## config.mk

```make
export PLATFORM = sky130hd
export DESIGN_NAME = jump_offset_bank_flat
export DESIGN_NICKNAME = d
export VERILOG_FILES = /design/src/rtl/jump_offset_pkg.sv /design/src/rtl/jump_offset_bank_if.sv /design/src/rtl/jump_offset_regfile.sv /design/src/rtl/jump_offset_bank.sv /design/src/flat_wrapper.sv
export SDC_FILE = /design/constraint.sdc
export NUM_CORES = 1
export LEC_CHECK = 0
export ABC_AREA = 1
export BUFFER_PORTS_ARGS = -buffer_cell sky130_fd_sc_hd__buf_2
export CAP_MARGIN = 30
export CORE_ASPECT_RATIO = 0.8
export CORE_MARGIN = 2
export CORE_UTILIZATION = 60
export CTS_CLUSTER_SIZE = 8
export DETAILED_ROUTE_END_ITERATION = 8
export MAX_ROUTING_LAYER = met4
export PLACE_DENSITY = 0.78
export SYNTH_ARGS = -nofsm -noshare
export SYNTH_HDL_FRONTEND = slang
export SYNTH_HIERARCHICAL = 1
export SYNTH_SLANG_ARGS = --single-unit
export TNS_END_PERCENT = 30
```

## constraint.sdc

```tcl
create_clock -name CLK -period 4.35 [get_ports CLK]
set_input_delay 0.435 -clock CLK [delete_from_list [all_inputs] [get_ports CLK]]
set_output_delay 0.435 -clock CLK [all_outputs]
set_load 0.02 [all_outputs]
```

## src/rtl/jump_offset_pkg.sv

```systemverilog
// Shared types and helpers for the jump-offset bank.
// State encoding for the output handshake plus index-width helper.
package jump_offset_pkg;

   localparam int DEFAULT_DATA_W = 32;

   typedef enum logic {
      IDLE = 1'b0,
      HOLD = 1'b1
   } jump_state_e;

   // Index width that stays at least one bit wide even for a single-entry bank.
   function automatic int clog2_max1(input int n);
      return (n <= 1) ? 1 : $clog2(n);
   endfunction

endpackage

```

## src/rtl/jump_offset_bank_if.sv

```systemverilog
// Decode-side request/offset-write bus and fetch-side result bus of the jump-offset bank.
// JumpMisalign exists only when JUMP_MISALIGN_CHK_EN is defined.
interface jump_offset_bank_if
   import jump_offset_pkg::*;
#(
   parameter int DATA_W      = DEFAULT_DATA_W,
   parameter int NUM_OFFSETS = 4
);
   localparam int IDX_W = clog2_max1(NUM_OFFSETS);

   logic              OffsetWrEn;
   logic [IDX_W-1:0]  OffsetWrIdx;
   logic [DATA_W-1:0] OffsetWrData;
   logic              JumpReq;
   logic              JumpReqRdy;
   logic [IDX_W-1:0]  JumpIdx;
   logic [DATA_W-1:0] JumpBase;
   logic              JumpFlush;
   logic              NewJumpValid;
   logic              NewJumpRdy;
   logic [DATA_W-1:0] NewJumpADDR;
`ifdef JUMP_MISALIGN_CHK_EN
   logic              JumpMisalign;
`endif

   modport slave (
      input  OffsetWrEn, OffsetWrIdx, OffsetWrData,
      input  JumpReq, JumpIdx, JumpBase, JumpFlush, NewJumpRdy,
      output JumpReqRdy, NewJumpValid, NewJumpADDR
`ifdef JUMP_MISALIGN_CHK_EN
      , output JumpMisalign
`endif
   );

   modport master (
      output OffsetWrEn, OffsetWrIdx, OffsetWrData,
      output JumpReq, JumpIdx, JumpBase, JumpFlush, NewJumpRdy,
      input  JumpReqRdy, NewJumpValid, NewJumpADDR
`ifdef JUMP_MISALIGN_CHK_EN
      , input  JumpMisalign
`endif
   );

endinterface

```

## src/rtl/jump_offset_regfile.sv

```systemverilog
// NUM_OFFSETS x DATA_W offset registers: one write port, one combinational read port.
// Read sees a same-cycle write to the same index; out-of-range indices read 0 / ignore writes.
module jump_offset_regfile
   import jump_offset_pkg::*;
#(
   parameter int DATA_W      = DEFAULT_DATA_W,
   parameter int NUM_OFFSETS = 4,
   parameter int IDX_W       = clog2_max1(NUM_OFFSETS)
) (
   input  logic              clk,
   input  logic              rst,
   input  logic              wr_en_i,
   input  logic [IDX_W-1:0]  wr_idx_i,
   input  logic [DATA_W-1:0] wr_data_i,
   input  logic [IDX_W-1:0]  rd_idx_i,
   output logic [DATA_W-1:0] rd_data_o
);

   logic [DATA_W-1:0] offs_q [NUM_OFFSETS];

   always_ff @(posedge clk) begin
      if (rst) begin
         for (int i = 0; i < NUM_OFFSETS; i++) begin
            offs_q[i] <= '0;
         end
      end else if (wr_en_i && (int'(wr_idx_i) < NUM_OFFSETS)) begin
         offs_q[wr_idx_i] <= wr_data_i;
      end
   end

   always_comb begin
      rd_data_o = '0;
      if (int'(rd_idx_i) < NUM_OFFSETS) begin
         if (wr_en_i && (wr_idx_i == rd_idx_i)) begin
            rd_data_o = wr_data_i;
         end else begin
            rd_data_o = offs_q[rd_idx_i];
         end
      end
   end

endmodule

```

## src/rtl/jump_offset_bank.sv

```systemverilog
// Jump-target generator: registers JumpBase + selected offset into a 1-deep output slot (1-cycle latency).
// Request side is ready whenever the slot is empty or being drained; JUMP_MISALIGN_CHK_EN adds JumpMisalign.
module jump_offset_bank
   import jump_offset_pkg::*;
#(
   parameter int DATA_W      = DEFAULT_DATA_W,
   parameter int NUM_OFFSETS = 4
) (
   input  logic               CLK,
   input  logic               RST,
   jump_offset_bank_if.slave  bus
);

   localparam int IDX_W = clog2_max1(NUM_OFFSETS);

   jump_state_e       state_q, state_d;
   logic [DATA_W-1:0] addr_q, addr_d;
   logic [DATA_W-1:0] off;
   logic [DATA_W-1:0] sum;
   logic              req_rdy;
   logic              accept;

   jump_offset_regfile #(
      .DATA_W      (DATA_W),
      .NUM_OFFSETS (NUM_OFFSETS),
      .IDX_W       (IDX_W)
   ) u_regfile (
      .clk       (CLK),
      .rst       (RST),
      .wr_en_i   (bus.OffsetWrEn),
      .wr_idx_i  (bus.OffsetWrIdx),
      .wr_data_i (bus.OffsetWrData),
      .rd_idx_i  (bus.JumpIdx),
      .rd_data_o (off)
   );

   assign sum     = bus.JumpBase + off;
   assign req_rdy = (state_q == IDLE) | bus.NewJumpRdy;
   assign accept  = bus.JumpReq & req_rdy & ~bus.JumpFlush;

`ifdef JUMP_MISALIGN_CHK_EN
   logic mis_q, mis_d;
`endif

   always_comb begin
      state_d = state_q;
      addr_d  = addr_q;
`ifdef JUMP_MISALIGN_CHK_EN
      mis_d   = mis_q;
`endif
      // Flush beats both a new accept and a pending drain.
      if (bus.JumpFlush) begin
         state_d = IDLE;
`ifdef JUMP_MISALIGN_CHK_EN
         mis_d   = 1'b0;
`endif
      end else if (accept) begin
         state_d = HOLD;
         addr_d  = sum;
`ifdef JUMP_MISALIGN_CHK_EN
         mis_d   = |sum[1:0];
`endif
      end else if ((state_q == HOLD) && bus.NewJumpRdy) begin
         state_d = IDLE;
      end
   end

   always_ff @(posedge CLK) begin
      if (RST) begin
         state_q <= IDLE;
         addr_q  <= '0;
`ifdef JUMP_MISALIGN_CHK_EN
         mis_q   <= 1'b0;
`endif
      end else begin
         state_q <= state_d;
         addr_q  <= addr_d;
`ifdef JUMP_MISALIGN_CHK_EN
         mis_q   <= mis_d;
`endif
      end
   end

   assign bus.JumpReqRdy   = req_rdy;
   assign bus.NewJumpValid = (state_q == HOLD);
   assign bus.NewJumpADDR  = addr_q;
`ifdef JUMP_MISALIGN_CHK_EN
   assign bus.JumpMisalign = mis_q;
`endif

endmodule
```

## src/flat_wrapper.sv

```systemverilog
// flat-port wrapper written by rule: the top's interface ports become plain ports
module jump_offset_bank_flat import jump_offset_pkg::*;
#(
   parameter int DATA_W      = DEFAULT_DATA_W,
   parameter int NUM_OFFSETS = 4
)
  (CLK, RST, bus_OffsetWrEn, bus_OffsetWrIdx, bus_OffsetWrData, bus_JumpReq, bus_JumpIdx, bus_JumpBase, bus_JumpFlush, bus_NewJumpRdy, bus_JumpReqRdy, bus_NewJumpValid, bus_NewJumpADDR);
  jump_offset_bank_if #(.DATA_W(DATA_W), .NUM_OFFSETS(NUM_OFFSETS)) bus_i ();
  input  logic CLK;
  input  logic RST;
  input wire logic [$bits(bus_i.OffsetWrEn)-1:0] bus_OffsetWrEn;
  input wire logic [$bits(bus_i.OffsetWrIdx)-1:0] bus_OffsetWrIdx;
  input wire logic [$bits(bus_i.OffsetWrData)-1:0] bus_OffsetWrData;
  input wire logic [$bits(bus_i.JumpReq)-1:0] bus_JumpReq;
  input wire logic [$bits(bus_i.JumpIdx)-1:0] bus_JumpIdx;
  input wire logic [$bits(bus_i.JumpBase)-1:0] bus_JumpBase;
  input wire logic [$bits(bus_i.JumpFlush)-1:0] bus_JumpFlush;
  input wire logic [$bits(bus_i.NewJumpRdy)-1:0] bus_NewJumpRdy;
  output wire logic [$bits(bus_i.JumpReqRdy)-1:0] bus_JumpReqRdy;
  output wire logic [$bits(bus_i.NewJumpValid)-1:0] bus_NewJumpValid;
  output wire logic [$bits(bus_i.NewJumpADDR)-1:0] bus_NewJumpADDR;
  assign bus_i.OffsetWrEn = bus_OffsetWrEn;
  assign bus_i.OffsetWrIdx = bus_OffsetWrIdx;
  assign bus_i.OffsetWrData = bus_OffsetWrData;
  assign bus_i.JumpReq = bus_JumpReq;
  assign bus_i.JumpIdx = bus_JumpIdx;
  assign bus_i.JumpBase = bus_JumpBase;
  assign bus_i.JumpFlush = bus_JumpFlush;
  assign bus_i.NewJumpRdy = bus_NewJumpRdy;
  assign bus_JumpReqRdy = bus_i.JumpReqRdy;
  assign bus_NewJumpValid = bus_i.NewJumpValid;
  assign bus_NewJumpADDR = bus_i.NewJumpADDR;
  jump_offset_bank #(.DATA_W(DATA_W), .NUM_OFFSETS(NUM_OFFSETS)) u_core (.CLK(CLK), .RST(RST), .bus(bus_i));
endmodule
```

==> run metrics <==
status finished, final reports clean; Via density 5.28; clk buf depth 2; mapped cell area approximately 0.010 mm²; most frequent cells in the layout nand2_1, inv_1, nor2_1; GRT Overall Usage 33.5%; Compound-Gate Fraction of Synth Area approximately 2.8%; post-synthesis net count 1583; CTS root buffer clkbuf_16; Post-synth top flop edfxtp_1; detailed-route wire length between 20000 and 30000 µm; Top delay family on crit path simple AND/OR/NAND/NOR gates; Crit. path cell count 20; Vias 9524; Syn Area/Cell 7.00 µm²; antenna diode count 0; CTS H-tree lvls 4; Worst Hold Depth 2; Worst Path Buf+Inv 4; pin slew with the least headroom to its limit 631 ps; WS Path Type in2reg; EDFF count, synth 128; clock transition at the registers of the reported paths 70 ps; Static Leakage 6.45 nW; vias in the first global route 8923; Distinct cells, synth 36; final setup vio count 0; Synth Area in Simple Gates between 30 and 40%; initial antenna violation count 0; max_cap viols 0; CTS tree yes; post-route ant nets 0; commonest non-fill, non-tap cell in the layout nand2_1; Gate power share 24.3%; clock buffer count from CTS 17; DRC 0; Die ar. 0.0183 mm²; slew margin rel. 57.9%; worst IR drop on VDD 0.336 mV; largest net degree at the start of global routing 51; layout cells sized above 1 12.9%; RSZ-0062 raised after global routing false; cts repair resizes 0; Critical Path Slowest Stage Cell inv_2; worst-skew pair later-pin latency between 400 and 500 ps; post-route setup TNS 0 ps; peak fanout along the critical path 31; dpl hpwl approximately 20000 µm; Final Hold Violating Endpoints 0; first-pass GRT wire length 45000 µm; I/O pin cnt around 110; mux cell area share after synthesis 0%; skew final 9.76 ps; Internal 3.01 mW; cell repeated most along the worst path nand2_1; Crit path largest cell delay 460 ps; Rows 42; Sw Ratio 33.2%; worst min-delay path category in2reg; Sink Count 161; initial core utilization 61.9%; post-synthesis sequential area ratio 43.5%; largest family of logic cells by synthesized area simple AND/OR/NAND/NOR gates; worst reg2reg path depth 18; Yosys reg bits 161; Vert. Die Dim 121 µm; Slew Limit Fails 0; Req. time, crit path 4680 ps; Synth async-reset ratio 0%; Ys Warns 6; RD Place Congestion 0.955; Switching Power 1.50 mW; Synth Area in Adders 3.94%; min Tclk post-route ~3300 ps; drt wl/cell approximately 16 µm; Critical Path Sink Type flip-flop; Die X roughly 150 µm; nets roughly 1700; Synth Instances around 1500; power per cell area 386 mW/mm²; WP data arrival ~3600 ps; Critical Path Start Type primary input; Setup Buffers After CTS 0; Sequential Power Share ~40%; Starting DRT DRC Count 978; DRT Pass-1 Iters 5; grt ovf 0; period utilization between 70% and 80%; core area 0.0167 mm²; post-cts hold buffer count 0; clock share of power 35.3%; Layout area overhead 12.6%; IO Port Bufs 107; xor/xnor cell area share of the yosys netlist 1.27%; maximum clock rate 308 MHz; hold slack final 212 ps; worst-path cell chain buf_2 > inv_2 > buf_4 > nand2_1 > nand3_1 > nand2_1 > nand2_1 > nand2_1 > ha_1 > fa_1 > nand3_1 > nand3_1 > nand2_1 > nand2_1 > nand2_1 > nand3_1 > nand2_1 > nand3_1 > nand2_1 > inv_1
-- kinds of logic after synthesis --
group	count (synthesis)
compound gates	51
xor+xnor	15
fa+ha+maj	32
buf+inv	362
flops	161
simple gates	856
-- synth_stat cells (3+ instances only) --
cell	count	share of area, %
nand2_1	451	16
inv_1	306	11
nor2_1	229	8.3
nand3_1	133	6.4
edfxtp_1	128	37
dfxtp_1	33	6.4
ha_1	31	3.7
a21oi_1	23	1.1
buf_2	19	0.92
clkbuf_1	17	0.62
nand2_2	17	1.0
o21ai_0	16	0.77
xor2_1	13	1.1
nand3_2	7	0.68
nor2_2	7	0.42
buf_4	6	0.44
buf_6	6	0.65
inv_2	5	0.18
nand4_1	4	0.24
nor3_2	3	0.29
o21bai_1	3	0.22
-- sequential cells by signal (all words and copies together), names as in the netlist --
signal	cells
u_core/u_regfile/offs_q	128
u_core/bus.NewJumpValid	1
u_core/bus.NewJumpADDR	32
-- layer usage --
metal  global-route usage (%)  part of all wire [%]  up-vias
met2                     51.4                    46      470
met3                     6.54                   9.6       55
met4                     11.2                   2.5        0
li1                         -                     -     4671
met5                        -                     0        -
met1                     44.9                    42     4328
-- worst paths after layout --
path | start | endpoint | slack (ps)
worst min-delay path | bus_JumpFlush | u_core/bus.NewJumpValid | 210
worst max-delay path | bus_JumpIdx[0] | u_core/bus.NewJumpADDR[24] | 1100
worst max register to register | u_core/u_regfile/offs_q[3][0] | u_core/bus.NewJumpADDR[24] | 1770
worst min register to register | u_core/bus.NewJumpADDR[2] | u_core/bus.NewJumpADDR[2] | 510
-- power groups by stage --
stage	clock network, mW	registers [mW]	logic [mW]
floorplan	0	1.88	0.727
global placement	0	1.84	1.05
detailed placement	0	1.85	1.07
CTS	1.61	1.82	1.08
global route	1.67	1.83	1.22
finish	1.59	1.82	1.09
-- per-stage QoR --
step,util (%),power [mW],area [µm²],instances,setup slack (ps)
finish,69.7,4.50,11600,1805,1100
detailed placement,66.0,2.92,11000,1773,732
global route,69.7,4.72,11600,1805,843
floorplan,-,2.60,10300,1477,925
CTS,69.7,4.50,11600,1805,1160
global placement,66.0,2.90,11000,1773,820
-- cell type report --
| cell class | instances | area, µm² |
|---|---|---|
| tap | 220 | 275 |
| fill | 1466 | 5060 |
| multi-input combinational | 954 | 4390 |
| timing repair buffer | 126 | 691 |
| sequential | 161 | 4500 |
| inverter | 312 | 1170 |
| clock inverter | 15 | 191 |
| clock buffer | 17 | 425 |
Power figures use the tool's default switching activity.
